## config.mk

```make
export PLATFORM = sky130hd
export DESIGN_NAME = dot_reducer_flat
export DESIGN_NICKNAME = d
export VERILOG_FILES = /design/src/rtl/dot_reducer_if.sv /design/src/rtl/dot_reducer.sv /design/src/flat_wrapper.sv
export SDC_FILE = /design/constraint.sdc
export NUM_CORES = 1
export LEC_CHECK = 0
export CAP_MARGIN = 5
export CORE_ASPECT_RATIO = 0.75
export CORE_MARGIN = 4
export CORE_UTILIZATION = 29
export CTS_CLUSTER_SIZE = 30
export DETAILED_ROUTE_END_ITERATION = 16
export RECOVER_POWER = 100
export SYNTH_ARGS = -nofsm -noshare
export SYNTH_HDL_FRONTEND = slang
export SYNTH_SLANG_ARGS = --single-unit
```

## constraint.sdc

```tcl
create_clock -name clk_i -period 4.15 [get_ports clk_i]
set_input_delay 0.83 -clock clk_i [delete_from_list [all_inputs] [get_ports clk_i]]
set_output_delay 0.83 -clock clk_i [all_outputs]
set_load 0.02 [all_outputs]
```

## src/rtl/dot_reducer_if.sv

```systemverilog
// Handshake bundle between the dot-product array, the result collector and its consumer.
// The array side drives the partial-sum channel; the consumer drives res_ready.
interface dot_reducer_if #(
    parameter int unsigned PSUM_W = 20,
    parameter int unsigned ACC_W  = 32,
    parameter int unsigned LEN_W  = 16
);
    logic signed [PSUM_W-1:0] psum_0;
    logic signed [PSUM_W-1:0] psum_1;
    logic                     psum_valid;
    logic                     psum_ready;
    logic        [LEN_W-1:0]  len;
    logic signed [ACC_W-1:0]  res;
    logic                     res_valid;
    logic                     res_ready;
    logic                     res_ovf;
    logic                     busy;

    modport master (
        output psum_0, psum_1, psum_valid, len, res_ready,
        input  psum_ready, res, res_valid, res_ovf, busy
    );

    modport slave (
        input  psum_0, psum_1, psum_valid, len, res_ready,
        output psum_ready, res, res_valid, res_ovf, busy
    );
endinterface

```

## src/rtl/dot_reducer.sv

```systemverilog
// Collects partial-sum pairs from the dot-product array and accumulates them over a run
// of len tiles, then offers one signed result with backpressure and a sticky overflow flag.
module dot_reducer #(
    parameter int unsigned IN_SIZE_0 = 4,
    parameter int unsigned IN_SIZE_1 = 8,
    parameter int unsigned PSUM_W    = IN_SIZE_0 + IN_SIZE_1 + 8,
    parameter int unsigned ACC_W     = 32,
    parameter int unsigned LEN_W     = 16
) (
    input logic          clk_i,
    input logic          rst_i,
    dot_reducer_if.slave bus
);
    typedef enum logic [1:0] {StIdle, StAccum, StOutput} state_e;

    state_e                  state_q, state_d;
    logic signed [ACC_W-1:0] acc_q, acc_d;
    logic        [LEN_W-1:0] cnt_q, cnt_d;
    logic        [LEN_W-1:0] len_q, len_d;
    logic                    ovf_q, ovf_d;

    logic signed [PSUM_W:0]  pair_sum;
    logic signed [ACC_W-1:0] beat_sum;
    logic signed [ACC_W-1:0] acc_sum;
    logic                    add_ovf;
    logic                    beat;

    // One extra bit keeps the pair sum exact before widening to the accumulator.
    assign pair_sum = {bus.psum_0[PSUM_W-1], bus.psum_0} + {bus.psum_1[PSUM_W-1], bus.psum_1};
    assign beat_sum = ACC_W'(pair_sum);
    assign acc_sum  = acc_q + beat_sum;
    assign add_ovf  = (acc_q[ACC_W-1] == beat_sum[ACC_W-1]) &&
                      (acc_sum[ACC_W-1] != acc_q[ACC_W-1]);

    assign bus.psum_ready = (state_q != StOutput) && !rst_i;
    assign beat           = bus.psum_valid && bus.psum_ready;

    always_comb begin
        state_d = state_q;
        acc_d   = acc_q;
        cnt_d   = cnt_q;
        len_d   = len_q;
        ovf_d   = ovf_q;
        unique case (state_q)
            StIdle: begin
                if (beat) begin
                    len_d   = (bus.len == '0) ? LEN_W'(1) : bus.len;
                    acc_d   = beat_sum;
                    cnt_d   = LEN_W'(1);
                    ovf_d   = 1'b0;
                    state_d = (len_d == LEN_W'(1)) ? StOutput : StAccum;
                end
            end
            StAccum: begin
                if (beat) begin
                    acc_d = acc_sum;
                    cnt_d = cnt_q + LEN_W'(1);
                    ovf_d = ovf_q | add_ovf;
                    if (cnt_d == len_q) begin
                        state_d = StOutput;
                    end
                end
            end
            StOutput: begin
                if (bus.res_ready) begin
                    state_d = StIdle;
                    ovf_d   = 1'b0;
                end
            end
            default: state_d = StIdle;
        endcase
    end

    always_ff @(posedge clk_i or posedge rst_i) begin
        if (rst_i) begin
            state_q <= StIdle;
            acc_q   <= '0;
            cnt_q   <= '0;
            len_q   <= '0;
            ovf_q   <= 1'b0;
        end else begin
            state_q <= state_d;
            acc_q   <= acc_d;
            cnt_q   <= cnt_d;
            len_q   <= len_d;
            ovf_q   <= ovf_d;
        end
    end

    // The accumulator only moves on accepted beats, so it doubles as the held result.
    assign bus.res       = acc_q;
    assign bus.res_valid = (state_q == StOutput);
    assign bus.res_ovf   = ovf_q && (state_q == StOutput);
    assign bus.busy      = (state_q != StIdle);
endmodule

```

## src/flat_wrapper.sv

```systemverilog
// flat-port wrapper written by rule: the top's interface ports become plain ports
module dot_reducer_flat 
#(
    parameter int unsigned IN_SIZE_0 = 4,
    parameter int unsigned IN_SIZE_1 = 8,
    parameter int unsigned PSUM_W    = IN_SIZE_0 + IN_SIZE_1 + 8,
    parameter int unsigned ACC_W     = 32,
    parameter int unsigned LEN_W     = 16
)
  (clk_i, rst_i, bus_psum_0, bus_psum_1, bus_psum_valid, bus_len, bus_res_ready, bus_psum_ready, bus_res, bus_res_valid, bus_res_ovf, bus_busy);
  dot_reducer_if #(.PSUM_W(PSUM_W), .ACC_W(ACC_W), .LEN_W(LEN_W)) bus_i ();
  input logic clk_i;
  input logic rst_i;
  input wire logic [$bits(bus_i.psum_0)-1:0] bus_psum_0;
  input wire logic [$bits(bus_i.psum_1)-1:0] bus_psum_1;
  input wire logic [$bits(bus_i.psum_valid)-1:0] bus_psum_valid;
  input wire logic [$bits(bus_i.len)-1:0] bus_len;
  input wire logic [$bits(bus_i.res_ready)-1:0] bus_res_ready;
  output wire logic [$bits(bus_i.psum_ready)-1:0] bus_psum_ready;
  output wire logic [$bits(bus_i.res)-1:0] bus_res;
  output wire logic [$bits(bus_i.res_valid)-1:0] bus_res_valid;
  output wire logic [$bits(bus_i.res_ovf)-1:0] bus_res_ovf;
  output wire logic [$bits(bus_i.busy)-1:0] bus_busy;
  assign bus_i.psum_0 = bus_psum_0;
  assign bus_i.psum_1 = bus_psum_1;
  assign bus_i.psum_valid = bus_psum_valid;
  assign bus_i.len = bus_len;
  assign bus_i.res_ready = bus_res_ready;
  assign bus_psum_ready = bus_i.psum_ready;
  assign bus_res = bus_i.res;
  assign bus_res_valid = bus_i.res_valid;
  assign bus_res_ovf = bus_i.res_ovf;
  assign bus_busy = bus_i.busy;
  dot_reducer #(.IN_SIZE_0(IN_SIZE_0), .IN_SIZE_1(IN_SIZE_1), .PSUM_W(PSUM_W), .ACC_W(ACC_W), .LEN_W(LEN_W)) u_core (.clk_i(clk_i), .rst_i(rst_i), .bus(bus_i));
endmodule
```

==> impl_results.md <==
* Wirelength, routed at 18400 um
* Fraction of the cycle the final worst path needs at 104%
* Clock tree root driver cell: sky130_fd_sc_hd__clkbuf_16
* Crit path time final at 4.34 ns
* Floorplan die height at ~130 um
* Final sum of negative setup slack at -1.18 ns
* Total count of hold-check failures in the final report at 0
* Detailed-route wire length per cell at roughly 16 um
* Path category of the worst min-delay check: reg -> reg
* Worst Setup Slack post-DPL at -1.05 ns
* Count of H-tree levels built during CTS at 3
* Unrepaired setup endpoints after global routing: yes
* Yosys cell types at 56
* Fraction of synthesis flops using an asynchronous set or reset pin at 100%
* Number of standard cells in the final layout excluding fillers at between 1000 and 1500
* Antenna diode count at 0
* Post-Syn Area per Cell at 8.38 um2
* Number of vias after detailed routing at 5889
* Total I/O pin count at 96
* Initial cell density of the core at 29.7%
* HPWL after DPL at 13300 um
* Worst-case clock skew at 0.00804 ns
* Horizontal extent of the die at 171 um
* Area growth from synthesis to layout at 55.3%
* Reg clk slew, reported paths at 0.06 ns
* RePlAce Congestion at 0.876
* # hold bufs at CTS at 0
* Ratio of cells with drive above 1 in the final layout at a little under a third
* Count of placed standard cells including taps at about 1100
* Result of the run: finished with violations
* Total Power Consumption at between 5 and 6 mW
* Leading register cell type out of synthesis: sky130_fd_sc_hd__dfrtp_1
* Final standard cell area without fillers at 8950 um2
* Worst skew pair latency at between 0.3 and 0.4 ns
* Vias in the first global route at 5820
* Wire length of the first global-routing pass at 29400 um
* Type of origin of the critical path: input port
* # rows at 44
* Placed instance area at ~8000 um2
* Sequential cell area fraction in the yosys report at 29.1%
* Highest achievable clock rate at about 230 MHz
* IO Port Bufs at 95
* Violated checks: negative setup slack
* Full die area at roughly 22000 um2
* Post-synthesis instance area at 5770 um2
* Max Fanout on Critical Path at 6
* Cell leakage power at 3.89 nW
* Total power density per cell area at 653 nW/um2
* Maximum number of pins on one net before global-route repair at 51
* Worst-case register-to-register setup slack at 1.09 ns
* Number of flops mapped to enable cells by yosys at 0
* Count of unresolved DRC violations after routing at 0
* Crit. End Element: register
* Net count of the mapped netlist at 803
* Slew at the pin closest to its max-slew limit at 1.31 ns
* Total of warnings raised by yosys at 0
* Final setup violation count at 13
* Number of antenna violations at the first check in global routing at 0
* Via-per-instance ratio at 5.02
* Max-Slew Margin vs Limit at 12.5%
* Post-route ant nets at 0
* # fillers at roughly 1900
* Cts bufs inserted at 9
* Clock tree from TritonCTS: done
* Clock sink total at 67
* Count of maximum capacitance violations at 0
* Final layout net count at 1030
* Count of pins over their slew limit at 0
* Setup Crit Path Kind: in -> reg
* Total global routing overflow at 0
* Seq cells post-synth at 67
* Critical path arrival at 4.53 ns
* Core area at 19400 um2
* Worst IR Drop VDD at 0.000367 V
* GRT Total Usage at 16.2%
* First-pass iteration count of the detailed router at 4
* Clock buffer depth at 2
* Final setup margin at -0.186 ns
* Violation count after the first detailed-routing iteration at 366
* Gate Count Post-Synth at 688
* Data required time of the worst path at 4.34 ns
[worst max-delay path, stage by stage]
cell	delay, ns
sky130_fd_sc_hd__clkdlybuf4s15_2	0.20
sky130_fd_sc_hd__ha_4	0.21
sky130_fd_sc_hd__and3_4	0.19
sky130_fd_sc_hd__buf_6	0.11
sky130_fd_sc_hd__and3_1	0.16
sky130_fd_sc_hd__a21o_1	0.23
sky130_fd_sc_hd__o41ai_4	0.25
sky130_fd_sc_hd__buf_6	0.18
sky130_fd_sc_hd__o211ai_4	0.10
sky130_fd_sc_hd__a41oi_4	0.25
sky130_fd_sc_hd__buf_12	0.15
sky130_fd_sc_hd__buf_4	0.16
sky130_fd_sc_hd__ha_4	0.22
sky130_fd_sc_hd__a21oi_4	0.22
sky130_fd_sc_hd__o31ai_4	0.11
sky130_fd_sc_hd__a21oi_2	0.19
sky130_fd_sc_hd__buf_4	0.15
sky130_fd_sc_hd__o21ai_4	0.06
sky130_fd_sc_hd__a21oi_2	0.17
sky130_fd_sc_hd__buf_4	0.14
sky130_fd_sc_hd__xor2_1	0.16
sky130_fd_sc_hd__o21ai_1	0.07
[synthesized netlist by cell type, drive strengths merged, types with 17 or more instances]
master,n,area [um2]
o21ai,78,394
a21oi,76,380
nand2,72,270
dfrtp,67,1680
ha,53,663
nor2,48,180
xnor2,35,307
xor2,29,254
clkbuf,19,71.3
nand3,18,90.1
inv,17,63.8
[cell usage in the layout (no fill, tap or decap), types with 14 or more instances in the layout]
| cell | netlist | routed |
|---|---|---|
| sky130_fd_sc_hd__nor2_1 | 48 | 44 |
| sky130_fd_sc_hd__buf_6 | 1 | 15 |
| sky130_fd_sc_hd__ha_4 | 0 | 21 |
| sky130_fd_sc_hd__o21ai_0 | 67 | 55 |
| sky130_fd_sc_hd__inv_1 | 17 | 14 |
| sky130_fd_sc_hd__o21ai_1 | 10 | 17 |
| sky130_fd_sc_hd__mux2_2 | 16 | 16 |
| sky130_fd_sc_hd__nand2_1 | 72 | 71 |
| sky130_fd_sc_hd__dlygate4sd3_1 | 0 | 37 |
| sky130_fd_sc_hd__clkdlybuf4s50_1 | 0 | 32 |
| sky130_fd_sc_hd__dfrtp_1 | 67 | 67 |
| sky130_fd_sc_hd__buf_4 | 0 | 127 |
| sky130_fd_sc_hd__xnor2_1 | 35 | 27 |
| sky130_fd_sc_hd__a21o_1 | 16 | 16 |
| sky130_fd_sc_hd__ha_1 | 53 | 30 |
| sky130_fd_sc_hd__a21oi_1 | 76 | 62 |
| sky130_fd_sc_hd__xor2_1 | 29 | 29 |
| sky130_fd_sc_hd__nand3_1 | 18 | 17 |
[layout make-up]
class	instances	area, um2	area share (%)
clock buffers	13	240	2.68
clock inverters	3	15.0	0.168
inverters	17	63.8	0.713
multi-input cells	580	4610	51.5
flip-flops and latches	67	1680	18.7
well taps	253	317	3.54
repair buffers	240	2030	22.7
[power breakdown]
group	leakage [nW]	switching, mW	total [mW]	internal (mW)
registers	0.832	0.263	1.14	0.878
logic	2.93	1.95	4.00	2.05
clock network	0.127	0.300	0.703	0.403
[stage by stage]
| stage | utilization, % | hold WS, ns |
|---|---|---|
| 6_report | 46.1 | 0.511 |
| 5_1_grt | 46.1 | 0.537 |
| 4_1_cts | 44.8 | 0.516 |
| 3_5_place_dp | 41.2 | 0.499 |
| 3_3_place_gp | 41.2 | 0.488 |
| 2_1_floorplan | - | 0.469 |
[per-layer routing]
metal | track usage (%) | vias up | wire [um]
met5 | 0 | - | 0
met4 | 3.17 | 0 | 84
met3 | 2.79 | 12 | 643
met2 | 25.5 | 111 | 8140
met1 | 23.6 | 2787 | 9480
li1 | - | 2979 | -
[path summary, 6_finish.rpt]
check / start / end / cells past startpoint
max: bus_psum_0[7] / u_core.bus.res[23]$_DFFE_PP0P_ / 22
min: u_core.bus.res[2]$_DFFE_PP0P_ / u_core.bus.res[2]$_DFFE_PP0P_ / 2
max reg2reg: u_core.bus.res[0]$_DFFE_PP0P_ / u_core.bus.res[30]$_DFFE_PP0P_ / 11
min reg2reg: u_core.bus.res[2]$_DFFE_PP0P_ / u_core.bus.res[2]$_DFFE_PP0P_ / 2
max in group asynchronous: rst_i / u_core.cnt_q[2]$_DFFE_PP0P_ / 3
min in group asynchronous: rst_i / u_core.cnt_q[6]$_DFFE_PP0P_ / 2
[sequential cells by signal (all words and copies together), names as in the netlist]
name / cells
u_core.cnt_q: 16
u_core.ovf_q: 1
u_core.state_q: 2
u_core.bus.res: 32
u_core.len_q: 16
[what timing repair did]
action	4_1_cts	5_1_grt
gates resized for setup	140	46
buffers inserted	17	9
gates cloned	0	0
endpoints found under the setup margin	22	17
pin swaps	81	49
[logic make-up (layout without fill, tap and decap cells)]
family / count (synthesis) / after routing / synth area share (%)
muxes: 18 / 18 / 3.47
AOI/OAI and AO/OA: 244 / 244 / 26.4
buffers and inverters: 41 / 273 / 2.84
adders and majority gates: 55 / 55 / 12.2
and+or+nand+nor: 199 / 199 / 16.3
DFF: 67 / 67 / 29.1
xor gates and xnor gates: 64 / 64 / 9.72
No activity file was read; power rests on OpenSTA's default activity.
